===== src/rtl/seq_shift_add_mul.sv =====
// ============================================================================
// seq_shift_add_mul : sequential unsigned shift-add multiplier, WIDTH x WIDTH
// Revision: 1.0
// ============================================================================
`default_nettype none

module seq_shift_add_mul #(
  parameter int WIDTH = 8
) (
  input  logic               clk,
  input  logic               rst,
  input  logic               start,
  input  logic [WIDTH-1:0]   Q,
  input  logic [WIDTH-1:0]   B,
  output logic [2*WIDTH-1:0] product,
  output logic               busy,
  output logic               done
);

  localparam int            CW   = $clog2(WIDTH + 1);
  localparam logic [CW-1:0] LAST = CW'(WIDTH - 1);

  typedef enum logic [1:0] {
    IDLE = 2'd0,
    CALC = 2'd1,
    DONE = 2'd2
  } state_t;

  state_t           state_q, state_d;
  logic [WIDTH-1:0] a_q, a_d;
  logic [WIDTH-1:0] qr_q, qr_d;
  logic [WIDTH-1:0] br_q, br_d;
  logic [CW-1:0]    cnt_q, cnt_d;

  // Top bit of the sum is the E carry; it is shifted straight into A, so it
  // never needs to persist across cycles.
  logic [WIDTH:0]   sum;

  always_ff @(posedge clk) begin
    if (rst) begin
      state_q <= IDLE;
      a_q     <= '0;
      qr_q    <= '0;
      br_q    <= '0;
      cnt_q   <= '0;
    end else begin
      state_q <= state_d;
      a_q     <= a_d;
      qr_q    <= qr_d;
      br_q    <= br_d;
      cnt_q   <= cnt_d;
    end
  end

  always_comb begin
    state_d = state_q;
    a_d     = a_q;
    qr_d    = qr_q;
    br_d    = br_q;
    cnt_d   = cnt_q;
    sum     = qr_q[0] ? ({1'b0, a_q} + {1'b0, br_q}) : {1'b0, a_q};

    case (state_q)
      IDLE: begin
        if (start) begin
          br_d    = B;
          qr_d    = Q;
          a_d     = '0;
          cnt_d   = '0;
          state_d = CALC;
        end
      end
      CALC: begin
        a_d   = sum[WIDTH:1];
        qr_d  = {sum[0], qr_q[WIDTH-1:1]};
        cnt_d = cnt_q + 1'b1;
        if (cnt_q == LAST) begin
          state_d = DONE;
        end
      end
      DONE: begin
        state_d = IDLE;
      end
      default: begin
        state_d = IDLE;
      end
    endcase
  end

  assign product = {a_q, qr_q};
  assign busy    = (state_q == CALC);
  assign done    = (state_q == DONE);

endmodule

`default_nettype wire


===== config.mk =====
export PLATFORM = sky130hd
export DESIGN_NAME = seq_shift_add_mul
export DESIGN_NICKNAME = d
export VERILOG_FILES = /design/src/rtl/seq_shift_add_mul.sv
export SDC_FILE = /design/constraint.sdc
export NUM_CORES = 1
export LEC_CHECK = 0
export ABC_AREA = 1
export CORE_MARGIN = 5
export CORE_UTILIZATION = 45
export CTS_BUF_LIST = sky130_fd_sc_hd__clkbuf_16
export CTS_CLUSTER_SIZE = 12
export DETAILED_ROUTE_END_ITERATION = 8
export PLACE_DENSITY = 0.73
export SETUP_SLACK_MARGIN = 0.3
export SYNTH_ARGS = -nofsm -noshare
export SYNTH_HDL_FRONTEND = slang
export SYNTH_SLANG_ARGS = --single-unit

===== constraint.sdc =====
create_clock -name clk -period 4.6 [get_ports clk]
set_input_delay 0.69 -clock clk [delete_from_list [all_inputs] [get_ports clk]]
set_output_delay 0.69 -clock clk [all_outputs]
set_load 0.02 [all_outputs]

==> run summary, run 1 <==
CTS tree: done
Mean Syn Cell Area: 7.28 sq um
VDD IR max: 224 uV
Achievable Freq: 402 MHz
Design Area, Final: 2130 sq um
Setup Skew: 0.00132 ns
antenna viol nets, final: 0
Post-CTS Hold Fix Bufs: 0
average wire per standard cell: 12.4 um
IO Port Bufs: 36
Initial Util: 47.3%
CP max stage cell: clkdlybuf4s50_1
WP data arrival: 1.80 ns
CP Cell Sequence: nand2_2 > inv_2 > clkdlybuf4s50_1
I/O pin count: 37
Placer Congestion: 0.822
share of cells above drive strength 1: 8.88%
first-pass GRT wire length: 6460 um
crit start category: register
Die Height: 69.9 um
area delta synth->final: 31.5%
total die area: 4890 sq um
GRT Util Overall: 16.4%
Critical Path RT: 3.91 ns
drt via density: 5.04
Crit. path cell count: 3
vias in the first global route: 1470
dpl hpwl: 2740 um
Post-CTS Setup Bufs: 0
Seq cells post-synth: 30
CTS resizes: 0
Max Slew Vio Count: 0
TritonCTS Buffers: 5
Final setup viols: 0
period utilization: 54.1%
max-cap check violation count: 0
Mapped Area: 1620 sq um
via count: 1536
crit end category: output pin
Iteration-0 DRC Markers: 61
Routed WL: 3790 um
Mapped Nets: 251
critical path class: register to output pin
register area share after synthesis: 37.2%
Synthesis Warnings: 0
Rows: 21
H-Tree Level Count: 2
minimum hold slack: 0.465 ns
FF-to-FF path depth: 9
pwr dens: 333 nW/um^2
root buf cell: clkbuf_16
# diodes: 0
clock tree sinks: 30
actual slew at the worst max-slew pin: 0.631 ns
count of final hold-check violations: 0
P_leak: 0.871 nW
status: complete, no violations
cell class contributing the biggest share of worst-path delay: buffers and inverters
clock transition at the registers of the reported paths: 0.05 ns
Buf+Inv Stages, Crit Path: 2
Die W: 69.9 um
setup TNS: 0 ns
largest net degree at the start of global routing: 18
number of cells on the worst hold path: 2
final net count: 288
slew margin rel.: 57.8%
Post-Syn Instances: 222
Core ar.: 3420 sq um
initial antenna violation count: 0
Clk Latency, worst-skew pair: 0.27 ns
fillers: 323
Tmin final: 2.49 ns
RSZ-0062 raised after global routing: no
post-synthesis cell type count: 30
Max FO, Critical Path: 16
# DRC: 0
slowest stage delay, CP: 0.64 ns
Placed Area: 1990 sq um
Max clock buf depth: 2
hold crit path type: register to register
drt first pass iters: 4
grt ovf: 0
-- worst register-to-register path, cell delays in order, from the launching register on --
cell,delay (ns)
dfxtp_1,0.40
ha_1,0.20
inv_1,0.06
fa_1,0.40
inv_1,0.10
nand3_1,0.07
nand3_1,0.10
xor2_1,0.17
o21ai_0,0.09
a21oi_1,0.12
-- cells in the mapped netlist (all sizes together) --
cell    count  area, sq um
nand2      52          225
ha          9          113
o221ai      4         35.0
dfxtp      30          601
inv        24         95.1
clkinv      1         3.75
buf         5         37.5
nand3      12         60.1
o211ai      1         7.51
nor3        1         5.00
a21oi      25          144
nand4       3         18.8
fa          1         20.0
a22oi       1         7.51
nor2       30          115
xor2        2         17.5
nand3b      1         7.51
clkbuf      1         3.75
a31oi       3         18.8
or2         1         6.26
o21ai      15         75.1
-- layer usage --
layer  vias up  GRT usage [%]  part of all wire, %
li1        807              -                    -
met1       691           20.2                   47
met2        32           26.8                   46
met3         6           5.16                  5.1
met4         0           5.53                  1.4
met5         -              0                    0
-- flip-flops by register name, summed over array words and instances, names as in the netlist --
register and count:
a_q 8, br_q 8, cnt_q 4, qr_q 8, state_q 2
-- where the power goes --
| part | switching (W) | leakage [nW] | internal [W] |
|---|---|---|---|
| combinational | 0.0000679 | 0.553 | 0.0000532 |
| clock | 0.000102 | 0.0723 | 0.000192 |
| sequential | 0.0000156 | 0.246 | 0.000277 |
| total | 0.000186 | 0.871 | 0.000522 |
-- placed cells by master (no fill, tap or decap) --
cell             Yosys  layout
a21oi_2              5       5
nand4_1              3       3
inv_6                1       1
clkbuf_16            0       5
nor2_1              29      29
nor2_2               1       1
fa_1                 1       1
inv_1               21      23
a21oi_1             20      20
nor3_1               1       1
xor2_1               2       2
a31oi_1              3       3
nand2_1             44      44
dfxtp_1             30      30
o21ai_0             14      14
clkinv_1             1       1
o211ai_1             1       1
inv_2                2       2
or2_2                1       1
nand2_2              6       6
nand2_4              2       2
o21ai_1              1       1
nand3b_1             1       1
clkdlybuf4s50_1      0      36
nand3_1             12      12
o221ai_1             4       4
a22oi_1              1       1
ha_1                 9       9
-- final cells by class --
| class | instances | area (sq um) | share of cell area, % |
|---|---|---|---|
| well taps | 46 | 57.6 | 2.71 |
| clock inverters | 2 | 7.51 | 0.353 |
| inverters | 25 | 98.8 | 4.65 |
| multi-input cells | 161 | 876 | 41.2 |
| flip-flops and latches | 30 | 601 | 28.3 |
| clock buffers | 5 | 125 | 5.89 |
| repair buffers | 36 | 360 | 17.0 |
-- final timing paths --
check / endpoint / startpoint / slack [ns]
min reg2reg: cnt_q[3] / cnt_q[3] / 0.47
max reg2reg: a_q[3] / a_q[0] / 2.81
min: cnt_q[3] / cnt_q[3] / 0.47
max: busy / state_q[0] / 2.11
-- through the flow --
step,setup slack [ns],utilization [%],cells,power [W]
finish,2.11,62.2,305,0.000708
global placement,2.29,58.4,298,0.000417
detailed placement,2.23,58.4,298,0.000418
CTS,2.12,62.2,305,0.000713
global route,1.99,62.2,305,0.000742
floorplan,2.87,-,222,0.000371
-- cell families after synthesis --
logic type,count (synthesis),synth area share (%)
buffers and inverters,31,8.67
DFF,30,37.2
AOI/OAI and AO/OA,49,17.8
adders and majority gates,10,8.20
xor gates and xnor gates,2,1.08
and+or+nand+nor,100,27.1
(Power assumes the default switching activity.)
==> run 2: changes to the inputs <==
Clock period 4.6 ns to 2.4 ns, I/O delays scaled along.
==> run summary, run 2 (synthesis results as in run 1) <==
status: complete, no violations
TritonCTS Buffers: 5
switching share of total power: 27.3%
Final setup viols: 0
met3 wire len: 210 um
final net count: 291
vias in the first global route: 1426
slew margin rel.: 72.6%
H-Tree Level Count: 2
WP data arrival: 1.51 ns
count of final hold-check violations: 0
Max FO, Critical Path: 10
Crit. path cell count: 3
# diodes: 0
hold crit path type: register to register
crit start category: register
Design Area, Final: 2160 sq um
# DRC: 0
Clk Latency, worst-skew pair: 0.27 ns
cell class contributing the biggest share of worst-path delay: buffers and inverters
Initial Util: 47.3%
Placed Area: 2020 sq um
crit end category: output pin
actual slew at the worst max-slew pin: 0.411 ns
P_leak: 0.881 nW
first-pass GRT wire length: 6730 um
Iteration-0 DRC Markers: 104
share of cells above drive strength 1: 10.6%
CTS resizes: 0
Pint: 0.00101 W
RSZ-0062 raised after global routing: no
drt via density: 4.92
CP max stage cell: clkdlybuf4s50_1
setup TNS: 0 ns
number of cells on the worst hold path: 2
Post-CTS Setup Bufs: 0
via count: 1521
CP Cell Sequence: nand2_2 > inv_2 > clkdlybuf4s50_1
Buf+Inv Stages, Crit Path: 2
Placer Congestion: 0.863
top flop regs: a_q (8), br_q (8), qr_q (8)
Setup Skew: 0.00254 ns
Post-CTS Hold Fix Bufs: 0
max-cap check violation count: 0
Comb power frac: 17.3%
commonest non-fill, non-tap cell in the layout: nand2_1
antenna viol nets, final: 0
root buf cell: clkbuf_16
GRT Util Overall: 16.9%
Achievable Freq: 536 MHz
drt first pass iters: 4
dpl hpwl: 2680 um
grt ovf: 0
FF-to-FF path depth: 7
DR WL met2: 1690 um
Rows: 21
Die W: 69.9 um
critical path class: register to output pin
Routed WL: 3750 um
Core ar.: 3420 sq um
Max Slew Vio Count: 0
total die area: 4890 sq um
average wire per standard cell: 12.1 um
fillers: 310
pwr dens: 647 nW/um^2
share of power burned in registers: 39.7%
I/O pin count: 37
CTS tree: done
Net Switching: 0.000382 W
Die Height: 69.9 um
clock transition at the registers of the reported paths: 0.05 ns
largest net degree at the start of global routing: 18
initial antenna violation count: 0
highest routing layer actually used: met4
VDD IR max: 500 uV
Max clock buf depth: 2
slowest stage delay, CP: 0.64 ns
Clk pwr share: 43.0%
most frequent cells in the layout: nand2_1 (44), clkdlybuf4s50_1 (36), dfxtp_1 (30), nor2_1 (29), inv_1 (21)
clock tree sinks: 30
Met1 Routed Length: 1810 um
IO Port Bufs: 36
period utilization: 77.8%
Tmin final: 1.87 ns
Critical Path RT: 2.04 ns
area delta synth->final: 33.4%
==> run 2: cell types whose count changed in the layout (fill, tap and decap cells not counted) <==
cell / previous run / this run
buf_4: 0 / 3
inv_1: 23 / 21
clkinv_1: 1 / 2
clkinv_2: 0 / 1
clkinvlp_4: 0 / 1
==> run 2: power by group through the flow <==
stage	registers (W)	logic, W	clock network [W]
after floorplan	0.000579	0.000132	0
after global placement	0.000564	0.000241	0
after detailed placement	0.000564	0.000242	0
after CTS	0.000554	0.000244	0.000608
after global routing	0.000559	0.000271	0.000638
final	0.000554	0.000241	0.000600
==> run 2: final timing paths <==
check	from	to	slack [ns]
worst max-delay path	state_q[0]	busy	0.53
worst min-delay path	qr_q[6]	qr_q[6]	0.47
worst max register to register	a_q[0]	a_q[1]	0.68
worst min register to register	qr_q[6]	qr_q[6]	0.47
==> run 2: through the flow <==
step                cells  power (W)  util [%]  setup slack (ns)  hold WS [ns]
floorplan             222   0.000712         -             0.671         0.429
global placement      301   0.000806      59.0             0.690         0.455
detailed placement    301   0.000806      59.0             0.685         0.460
CTS                   309    0.00141      63.2             0.520         0.470
global route          309    0.00147      63.2             0.437         0.494
finish                309    0.00140      63.2             0.533         0.468
==> run 2: layer usage <==
metal / global-route usage, % / up-vias
met5: 0 / -
met4: 3.19 / 0
met3: 6.03 / 5
met2: 27.9 / 31
met1: 21.2 / 668
li1: - / 817
==> run 2: final cells by class <==
class                           instances  area (sq um)  area share, %
Sequential cell                        30           601           27.8
Inverter                               25          98.8           4.58
Multi-Input combinational cell        161           876           40.6
Clock buffer                            5           125           5.80
Clock inverter                          3          16.3          0.754
Timing Repair Buffer                   39           383           17.7
Tap cell                               46          57.6           2.67
==> run 2: worst min-delay path, cell delays in order (launching register included) <==
cell and delay, ns:
dfxtp_1 0.32, inv_1 0.05, a21oi_1 0.05
==> run 3: changes to the inputs <==
Settings changed: PLACE_DENSITY 0.73 to 0.76.
Clock period 2.4 ns to 1.55 ns, I/O delays scaled along.
==> run summary, run 3 (synthesis results as in run 1) <==
status: complete, no violations
Rows: 21
Max clock buf depth: 2
CTS tree: done
share of cells above drive strength 1: 27.7%
pwr dens: 976 nW/um^2
final net count: 299
slew margin rel.: 72.6%
Pint: 0.00169 W
Core ar.: 3420 sq um
Comb power frac: 17.9%
# DRC: 0
total die area: 4890 sq um
clock transition at the registers of the reported paths: 0.05 ns
I/O pin count: 37
min-delay src: cnt_q[3]
Initial Util: 47.3%
WP data arrival: 1.72 ns
vias in the first global route: 1608
CP max stage cell: fa_2
top flop regs: a_q (8), br_q (8), qr_q (8)
grt ovf: 0
Clk Latency, worst-skew pair: 0.27 ns
VDD IR max: 738 uV
Max Slew Vio Count: 0
H-Tree Level Count: 2
Tmin final: 1.51 ns
Die Height: 69.9 um
IO Port Bufs: 36
RSZ-0062 raised after global routing: yes
CP Cell Sequence: ha_4 > inv_2 > fa_2 > inv_2 > nand3_2 > nand3_2 > xor2_1 > o21ai_1 > a21oi_1
WHS Endpoint: cnt_q[3]
clock tree sinks: 30
minimum hold slack: 0.464 ns
R2R Setup Slk: 0.04 ns
slowest stage delay, CP: 0.38 ns
antenna viol nets, final: 0
Achievable Freq: 664 MHz
average wire per standard cell: 13.5 um
reg2reg start: br_q[0]
drt via density: 5.16
Post-CTS Hold Fix Bufs: 0
setup TNS: 0 ns
CP startpoint: br_q[0]
largest net degree at the start of global routing: 18
Reg-to-Reg End: a_q[3]
crit end category: register
GRT Util Overall: 18.0%
Clk pwr share: 44.7%
drt first pass iters: 4
area delta synth->final: 46.4%
count of final hold-check violations: 0
Final setup viols: 0
Final Worst Setup Slack: 0.0434 ns
share of power burned in registers: 37.4%
Routed WL: 4270 um
Max FO, Critical Path: 3
# diodes: 0
FF-to-FF path depth: 9
first-pass GRT wire length: 7130 um
total design power: 0.00231 W
actual slew at the worst max-slew pin: 0.411 ns
pre-CTS WS: 0.0115 ns
commonest non-fill, non-tap cell in the layout: nand2_1
number of cells on the worst hold path: 2
TritonCTS Buffers: 5
crit start category: register
Critical Path RT: 1.76 ns
P_leak: 0.985 nW
max-cap check violation count: 0
Iteration-0 DRC Markers: 114
Die W: 69.9 um
Setup Skew: 0.00307 ns
Net Switching: 0.000621 W
period utilization: 97.2%
dpl hpwl: 2850 um
root buf cell: clkbuf_16
switching share of total power: 26.9%
critical path class: register to register
Placer Congestion: 0.891
initial antenna violation count: 0
via count: 1636
hold crit path type: register to register
most frequent cells in the layout: nand2_1 (40), nor2_1 (29), inv_1 (20), clkdlybuf4s50_1 (18), dfxtp_1 (17)
-- run 3: cell types whose count changed in the layout (fill, tap and decap cells not counted), sizes merged --
| cell | before | now |
|---|---|---|
| clkdlybuf4s50 | 36 | 18 |
| buf | 3 | 12 |
| dlygate4sd2 | 0 | 9 |
| clkdlybuf4s15 | 0 | 5 |
| clkbuf | 5 | 9 |
| clkinv | 3 | 0 |
| clkinvlp | 1 | 2 |
| inv | 24 | 25 |
-- run 3: final cells by class --
class / count / area [sq um]
clock buffer: 6 / 150
clock inverter: 2 / 11.3
fill: 295 / 1050
inverter: 25 / 103
multi-input combinational: 161 / 1010
sequential: 30 / 624
tap: 46 / 57.6
timing repair buffer: 47 / 415
-- run 3: what timing repair did --
item,CTS,global route
setup buffers,4,2
pin swaps,6,2
cloned,0,0
hold endpoints to repair,0,0
setup endpoints to repair,26,24
gates resized for setup,36,18
-- run 3: metal layers --
layer  wire [um]  track usage (%)  part of all wire, %
met1        1860             20.8                   44
met2        2040             30.6                   48
met3         287             5.88                  6.7
met4          76             7.23                  1.8
met5           0                0                    0
-- run 3: power by group through the flow --
| stage | sequential [W] | clock [W] | combinational [W] |
|---|---|---|---|
| global route | 0.000872 | 0.00108 | 0.000456 |
| detailed placement | 0.000877 | 0 | 0.000403 |
| global placement | 0.000876 | 0 | 0.000398 |
| finish | 0.000864 | 0.00103 | 0.000415 |
| CTS | 0.000864 | 0.00104 | 0.000405 |
| floorplan | 0.000902 | 0 | 0.000218 |
-- run 3: worst max-delay path: cells and delay by family, from the launching register on --
| kind | cells | cell delay (ns) |
|---|---|---|
| compound gates | 2 | 0.18 |
| flops | 1 | 0.35 |
| simple gates | 2 | 0.14 |
| xor+xnor | 1 | 0.15 |
| buf+inv | 2 | 0.12 |
| fa+ha+maj | 2 | 0.52 |
-- run 3: metrics by stage --
step | utilization, % | cell area (sq um) | std cells
6_report | 69.3 | 2370 | 317
5_1_grt | 69.3 | 2370 | 317
4_1_cts | 68.4 | 2340 | 315
3_5_place_dp | 62.1 | 2120 | 303
3_3_place_gp | 62.1 | 2120 | 303
2_1_floorplan | - | 1710 | 222
-- run 3: worst max path at each step --
stage          endpoint  cells after the start
4_1_cts          a_q[3]                      9
2_1_floorplan    a_q[1]                      7
6_report         a_q[3]                      9
5_1_grt          a_q[3]                      9
3_3_place_gp     a_q[3]                      9
3_5_place_dp     a_q[3]                      9
